$ cat src/rtl/rect_stream_tx_pkg.sv
// Shared types and constants for the rect streamer: FSM states and record layout.
package rect_stream_tx_pkg;

    typedef enum logic [1:0] {
        ST_IDLE   = 2'd0,
        ST_START  = 2'd1,
        ST_STREAM = 2'd2,
        ST_DONE   = 2'd3
    } state_e;

    localparam int RECTS_WORDS = 5;

    localparam logic [2:0] FLD_X     = 3'd0;
    localparam logic [2:0] FLD_Y     = 3'd1;
    localparam logic [2:0] FLD_W     = 3'd2;
    localparam logic [2:0] FLD_H     = 3'd3;
    localparam logic [2:0] FLD_COLOR = 3'd4;

endpackage

$ cat src/rtl/rect_stream_tx_adder.sv
// Forms right = left + width and bottom = top + height.
// Build macro RECT_CLIP_EN: saturate to 16'hFFFF on carry-out instead of wrapping.
module rect_abs_adder (
    input  logic [15:0] a_i,
    input  logic [15:0] b_i,
    output logic [15:0] sum_o
);

`ifdef RECT_CLIP_EN
    logic [16:0] sum_full;

    assign sum_full = {1'b0, a_i} + {1'b0, b_i};
    assign sum_o    = sum_full[16] ? 16'hFFFF : sum_full[15:0];
`else
    assign sum_o = a_i + b_i;
`endif

endmodule

$ cat src/rtl/rect_stream_tx.sv
// Streams RECT_COUNT rect records from data memory to the GPU as absolute
// left/top/right/bottom/color words. Build macro RECT_CLIP_EN enables saturation.
//
// state  | meaning
// IDLE   | waiting for start
// START  | copy_start pulse, first read (rect 0, field x) issued
// STREAM | one read per cycle until the last field of the last rect
// DONE   | draining the last two words through the read/output pipeline
module rect_stream_tx
    import rect_stream_tx_pkg::*;
#(
    parameter int          RECT_COUNT       = 64,
    parameter int          RECT_COUNT_WIDTH = 6,
    parameter logic [15:0] RECT_BASE        = 16'h0000
) (
    input  logic        clk,
    input  logic        reset,
    input  logic        start,
    output logic [15:0] mem_addr,
    input  logic [15:0] mem_din,
    output logic        copy_start,
    output logic [15:0] dout,
    output logic        dout_valid,
    output logic        busy
);

    localparam logic [RECT_COUNT_WIDTH-1:0] RECT_LAST = RECT_COUNT_WIDTH'(RECT_COUNT - 1);

    state_e                      state_q, state_d;
    logic [15:0]                 addr_q;
    logic [2:0]                  rd_field_q;
    logic [RECT_COUNT_WIDTH-1:0] rect_q;
    logic                        rd_valid_q;
    logic [2:0]                  dfield_q;
    logic [15:0]                 left_q, top_q;
    logic [15:0]                 dout_q, dout_d;
    logic                        dout_valid_q;
    logic                        issue;
    logic                        last_rd;
    logic [15:0]                 add_a, add_sum;

    always_comb begin
        state_d = state_q;
        issue   = 1'b0;
        last_rd = (rd_field_q == FLD_COLOR) && (rect_q == RECT_LAST);
        case (state_q)
            ST_IDLE: begin
                if (start) state_d = ST_START;
            end
            ST_START: begin
                issue   = 1'b1;
                state_d = ST_STREAM;
            end
            ST_STREAM: begin
                issue = 1'b1;
                if (last_rd) state_d = ST_DONE;
            end
            ST_DONE: begin
                // rd_valid_q low means the final word already moved into dout_q
                if (!rd_valid_q) state_d = ST_IDLE;
            end
            default: state_d = ST_IDLE;
        endcase
    end

    always_ff @(posedge clk or negedge reset) begin
        if (!reset) state_q <= ST_IDLE;
        else        state_q <= state_d;
    end

    always_ff @(posedge clk or negedge reset) begin
        if (!reset) begin
            addr_q     <= RECT_BASE;
            rd_field_q <= FLD_X;
            rect_q     <= '0;
        end else if (state_q == ST_IDLE && start) begin
            addr_q     <= RECT_BASE;
            rd_field_q <= FLD_X;
            rect_q     <= '0;
        end else if (issue && !last_rd) begin
            addr_q <= addr_q + 16'd1;
            if (rd_field_q == FLD_COLOR) begin
                rd_field_q <= FLD_X;
                rect_q     <= rect_q + RECT_COUNT_WIDTH'(1);
            end else begin
                rd_field_q <= rd_field_q + 3'd1;
            end
        end
    end

    assign add_a = (dfield_q == FLD_W) ? left_q : top_q;

    rect_abs_adder u_adder (
        .a_i   (add_a),
        .b_i   (mem_din),
        .sum_o (add_sum)
    );

    always_comb begin
        dout_d = mem_din;
        case (dfield_q)
            FLD_W, FLD_H: dout_d = add_sum;
            default:      dout_d = mem_din;
        endcase
    end

    always_ff @(posedge clk or negedge reset) begin
        if (!reset) begin
            rd_valid_q   <= 1'b0;
            dfield_q     <= FLD_X;
            left_q       <= '0;
            top_q        <= '0;
            dout_q       <= '0;
            dout_valid_q <= 1'b0;
        end else begin
            rd_valid_q   <= issue;
            if (issue) dfield_q <= rd_field_q;
            if (rd_valid_q && dfield_q == FLD_X) left_q <= mem_din;
            if (rd_valid_q && dfield_q == FLD_Y) top_q  <= mem_din;
            dout_q       <= rd_valid_q ? dout_d : 16'h0000;
            dout_valid_q <= rd_valid_q;
        end
    end

    assign mem_addr   = addr_q;
    assign copy_start = (state_q == ST_START);
    assign busy       = (state_q != ST_IDLE);
    assign dout       = dout_q;
    assign dout_valid = dout_valid_q;

endmodule
$ cat config.mk
export PLATFORM = sky130hd
export DESIGN_NAME = rect_stream_tx
export DESIGN_NICKNAME = d
export VERILOG_FILES = /design/src/rtl/rect_stream_tx_pkg.sv /design/src/rtl/rect_stream_tx_adder.sv /design/src/rtl/rect_stream_tx.sv
export SDC_FILE = /design/constraint.sdc
export NUM_CORES = 1
export LEC_CHECK = 0
export ABC_AREA = 0
export CAP_MARGIN = 5
export CORE_MARGIN = 4
export CORE_UTILIZATION = 36
export DETAILED_ROUTE_END_ITERATION = 12
export DONT_BUFFER_PORTS = 1
export PLACE_DENSITY = 0.57
export SLEW_MARGIN = 25
export SYNTH_ARGS = -nofsm -noshare
export SYNTH_HDL_FRONTEND = slang
export SYNTH_HIERARCHICAL = 1
export SYNTH_SLANG_ARGS = --single-unit
$ cat constraint.sdc
create_clock -name clk -period 3.5 [get_ports clk]
set_clock_uncertainty 0.2 [all_clocks]
set_input_delay 0.35 -clock clk [delete_from_list [all_inputs] [get_ports clk]]
set_output_delay 0.35 -clock clk [all_outputs]
set_load 0.02 [all_outputs]
==> results_dict.tcl <==
set metrics [dict create \
    fp.dieH_um 119.4 \
    wl_per_cell_um 16.52 \
    slew_headroom 0.5203 \
    combPwrFrac 0.498 \
    fp-row-count 40 \
    cts_inserted_buffers 9 \
    ys_async_sr_fraction 1.000 \
    synth_top_flop_cell "dfrtp_1" \
    power_density_nw_per_um2 966.5 \
    syn_inst 423 \
    routed_via_density 5.237 \
    drv_slew 0 \
    cpPeakStageDelay_ps 400 \
    min_path_cells 3 \
    cts_setup_buffers 0 \
    crit_chain "nand2b_1 -> nor2_2 -> buf_4 -> mux2_2 -> ha_1 -> a21o_1 -> a311oi_4 -> nor3_2 -> o41ai_2 -> xnor2_1 -> nand2_1 -> a21boi_1" \
    place.gp.congestion 0.8100 \
    core_um2 12060 \
    synth_enable_flop_cells 0 \
    synth_top_family_by_area "compound AO/OA/AOI/OAI gates" \
    ant_nets 0 \
    maxClockFrequency_mhz 307.1 \
    synth_area_leader_cell "dfrtp_1" \
    synth_compound_area_frac 0.1378 \
    synth_simple_gate_area_frac 0.1319 \
    num_vias 3247 \
    synth_nets 467 \
    yosys.cell_types.count 50 \
    rsz0062_at_grt "no" \
    r2r_slack_ps 240 \
    cp.required_ps 3570 \
    cts_max_path_buffers 2 \
    crit_path_top_delay_cell "ha_1" \
    cp_max_fo 6 \
    final_core_util 0.4341 \
    synthAdderAreaFrac 0.07171 \
    min_path_type "primary input to flip-flop" \
    cts_tree "built" \
    tightest_slew_ps 716.6 \
    netlist_area_um2 4467 \
    worstSetupPathType "flip-flop to flip-flop" \
    ctsHtreeMaxLevel 3 \
    drtIter0Drc 170 \
    gr-usage-all-layers 0.1532 \
    path_buf_inv 1 \
    intPower_mw 3.045 \
    final-hold-violation-count 0 \
    power_frac_seq 0.318 \
    hp-start "start" \
    port-buffer-count 0 \
    vdd_ir_drop_max_mv 0.3631 \
    first_pass_iters 4 \
    ios 54 \
    antenna_found_initial 0 \
    r2r_cells 12 \
    synth_most_common_cell "dfrtp_1" \
    clock_latency_ps 340 \
    setup_violations 0 \
    clock-root-buffer "clkbuf_16" \
    synth_common_cells "80 x dfrtp_1, 53 x nand2_1, 52 x mux2_2, 31 x a21oi_1, 24 x ha_1" \
    synth_mux_area_frac 0.1356 \
    power_leakage_nw 2.240 \
    fin_tns_setup_ps 0 \
    area_delta_synth_final_pct 17.23 \
    worstSetupStartpointType "flip-flop" \
    overflow 0 \
    dieArea_um2 14250 \
    synth_area_per_cell_um2 10.56 \
    max_cap_violations 0 \
    fin_crit_sh 0.9303 \
    crit_family "compound AO/OA/AOI/OAI gates" \
    status "finished clean" \
    ys_seq_elements 80 \
    end_kind "flip-flop" \
    switchingPower_mw 2.016 \
    synth_top_area_share 0.4482 \
    path_depth 12 \
    cts.sinks 80 \
    switching_share 0.3983 \
    period_minus_slack_ps 3256 \
    synth_xor_area_frac 0.04902 \
    arrival_ps 3320 \
    remaining_drc_errors 0 \
    whs_endpoint "rect_q[1]$_DFFE_PN0P_" \
    grt_pass1_wl_um 17680 \
    path_clk_slew_ps 60 \
    r2r-end "dout[12]$_DFF_PN0_" \
    layout-drive-gt1-share 0.2013 \
    grt_pass1_vias 3489 \
    n_antenna_cell 0 \
    grt_max_degree 81 \
    layout.nets 493 \
    die_w_um 119.4 \
    yosysSeqAreaShare 0.4482 \
    drt_wl_total_um 10240 \
    ys_top_cells_by_area "dfrtp_1 45%, mux2_2 13%, ha_1 6.7%, nand2_1 4.5%, a21oi_1 3.5%" \
    clockPowerShare 0.185 \
    initial_core_util 0.3703 \
    yosys_warnings 6 \
    place_hpwl_um 7008 \
    r2r_start "dfield_q[2]$_DFFE_PN0P_" \
]
==> routing by layer <==
metal	GRT usage	vias up	part of all wire
met5	0	-	0
met4	0.05154	0	0.016
met3	0.03656	13	0.041
met2	0.2575	56	0.49
met1	0.1933	1590	0.45
li1	-	1588	-
==> worst register-to-register path: stages (launching register included) <==
cell and delay, ps:
dfrtp_1 380, nand2b_1 170, nor2_2 170, buf_4 160, mux2_2 330, ha_1 400
a21o_1 260, a311oi_4 330, nor3_2 100, o41ai_2 370, xnor2_1 160, nand2_1 60
a21boi_1 110
==> cells in the final DEF (no fill, tap or decap), types with 2 or more instances in the layout <==
| cell type | netlist | layout |
|---|---|---|
| mux2i_1 | 2 | 2 |
| nor3_2 | 0 | 2 |
| clkbuf_16 | 0 | 9 |
| a22oi_1 | 2 | 2 |
| clkbuf_8 | 0 | 2 |
| nor2b_1 | 3 | 3 |
| xor2_1 | 12 | 12 |
| o31ai_1 | 8 | 8 |
| ha_1 | 24 | 24 |
| buf_4 | 0 | 12 |
| a21boi_0 | 13 | 12 |
| dlygate4sd3_1 | 0 | 17 |
| dfrtp_1 | 80 | 80 |
| o21ai_0 | 12 | 12 |
| or3_1 | 4 | 4 |
| inv_1 | 10 | 10 |
| xnor2_1 | 13 | 13 |
| or4_1 | 8 | 8 |
| nand4_1 | 4 | 4 |
| and4_1 | 2 | 2 |
| o211ai_1 | 6 | 6 |
| a21oi_1 | 31 | 31 |
| a21o_1 | 3 | 3 |
| and3_1 | 4 | 4 |
| nand2_1 | 53 | 53 |
| nand3_1 | 10 | 10 |
| a211oi_1 | 3 | 3 |
| o21bai_1 | 2 | 2 |
| o2111ai_1 | 2 | 2 |
| mux2_2 | 52 | 52 |
| and2_1 | 2 | 2 |
| nor2_1 | 19 | 18 |
| a21boi_1 | 4 | 5 |
==> flip-flops by register name (all words and copies together), names as in the netlist <==
signal	count
dout	16
left_q	16
mem_addr	16
top_q	16
rect_q	6
dfield_q	3
rd_field_q	3
state_q	2
dout_valid	1
rd_valid_q	1
==> per-stage QoR <==
| step | setup WS (ps) | std cells | cell area (um2) | hold WS, ps | power [mW] |
|---|---|---|---|---|---|
| 2_1_floorplan | 7.317 | 423 | 4467 | -145.6 | 3.506 |
| 3_3_place_gp | 215.8 | 588 | 4713 | -143.1 | 4.004 |
| 4_1_cts | 135.6 | 620 | 5206 | 120.8 | 5.081 |
| 6_report | 243.9 | 620 | 5236 | 144.9 | 5.061 |
| 5_1_grt | 10.23 | 620 | 5236 | 182.8 | 5.485 |
| 3_5_place_dp | 151.5 | 588 | 4713 | -143.4 | 4.069 |
==> layout make-up <==
| class | count | area [um2] |
|---|---|---|
| inverter | 10 | 37.54 |
| sequential | 80 | 2002 |
| clock inverter | 3 | 42.54 |
| clock buffer | 11 | 252.7 |
| fill | 1158 | 6825 |
| timing repair buffer | 30 | 287.8 |
| multi-input combinational | 318 | 2404 |
| tap | 168 | 210.2 |
==> what timing repair did <==
action / 4_1_cts / 5_1_grt
gates resized for setup: 0 / 6
hold buffers: 18 / 0
hold endpoints to repair: 128 / 0
endpoints found under the setup margin: 0 / 4
==> how the worst max path moves through the flow <==
| stage | start | endpoint | slack [ps] |
|---|---|---|---|
| global placement | dfield_q[2]$_DFFE_PN0P_ | dout[12]$_DFF_PN0_ | 220 |
| floorplan | dfield_q[2]$_DFFE_PN0P_ | dout[12]$_DFF_PN0_ | 7 |
| CTS | dfield_q[2]$_DFFE_PN0P_ | dout[12]$_DFF_PN0_ | 140 |
| finish | dfield_q[2]$_DFFE_PN0P_ | dout[12]$_DFF_PN0_ | 240 |
| detailed placement | dfield_q[2]$_DFFE_PN0P_ | dout[10]$_DFF_PN0_ | 150 |
| global route | dfield_q[2]$_DFFE_PN0P_ | dout[12]$_DFF_PN0_ | 10 |
==> power groups by stage <==
stage	clock [mW]	sequential, mW	combinational (mW)
after global placement	0	1.61	2.39
after global routing	1.01	1.65	2.82
after CTS	0.968	1.61	2.50
final	0.935	1.61	2.52
after floorplan	0	1.57	1.93
after detailed placement	0	1.63	2.44
==> cells by family after synthesis <==
family	count (synthesis)
AOI/OAI and AO/OA	94
adders and majority gates	25
xor gates and xnor gates	25
muxes	54
and+or+nand+nor	120
buffers and inverters	25
DFF	80
Power figures use the tool's default switching activity.
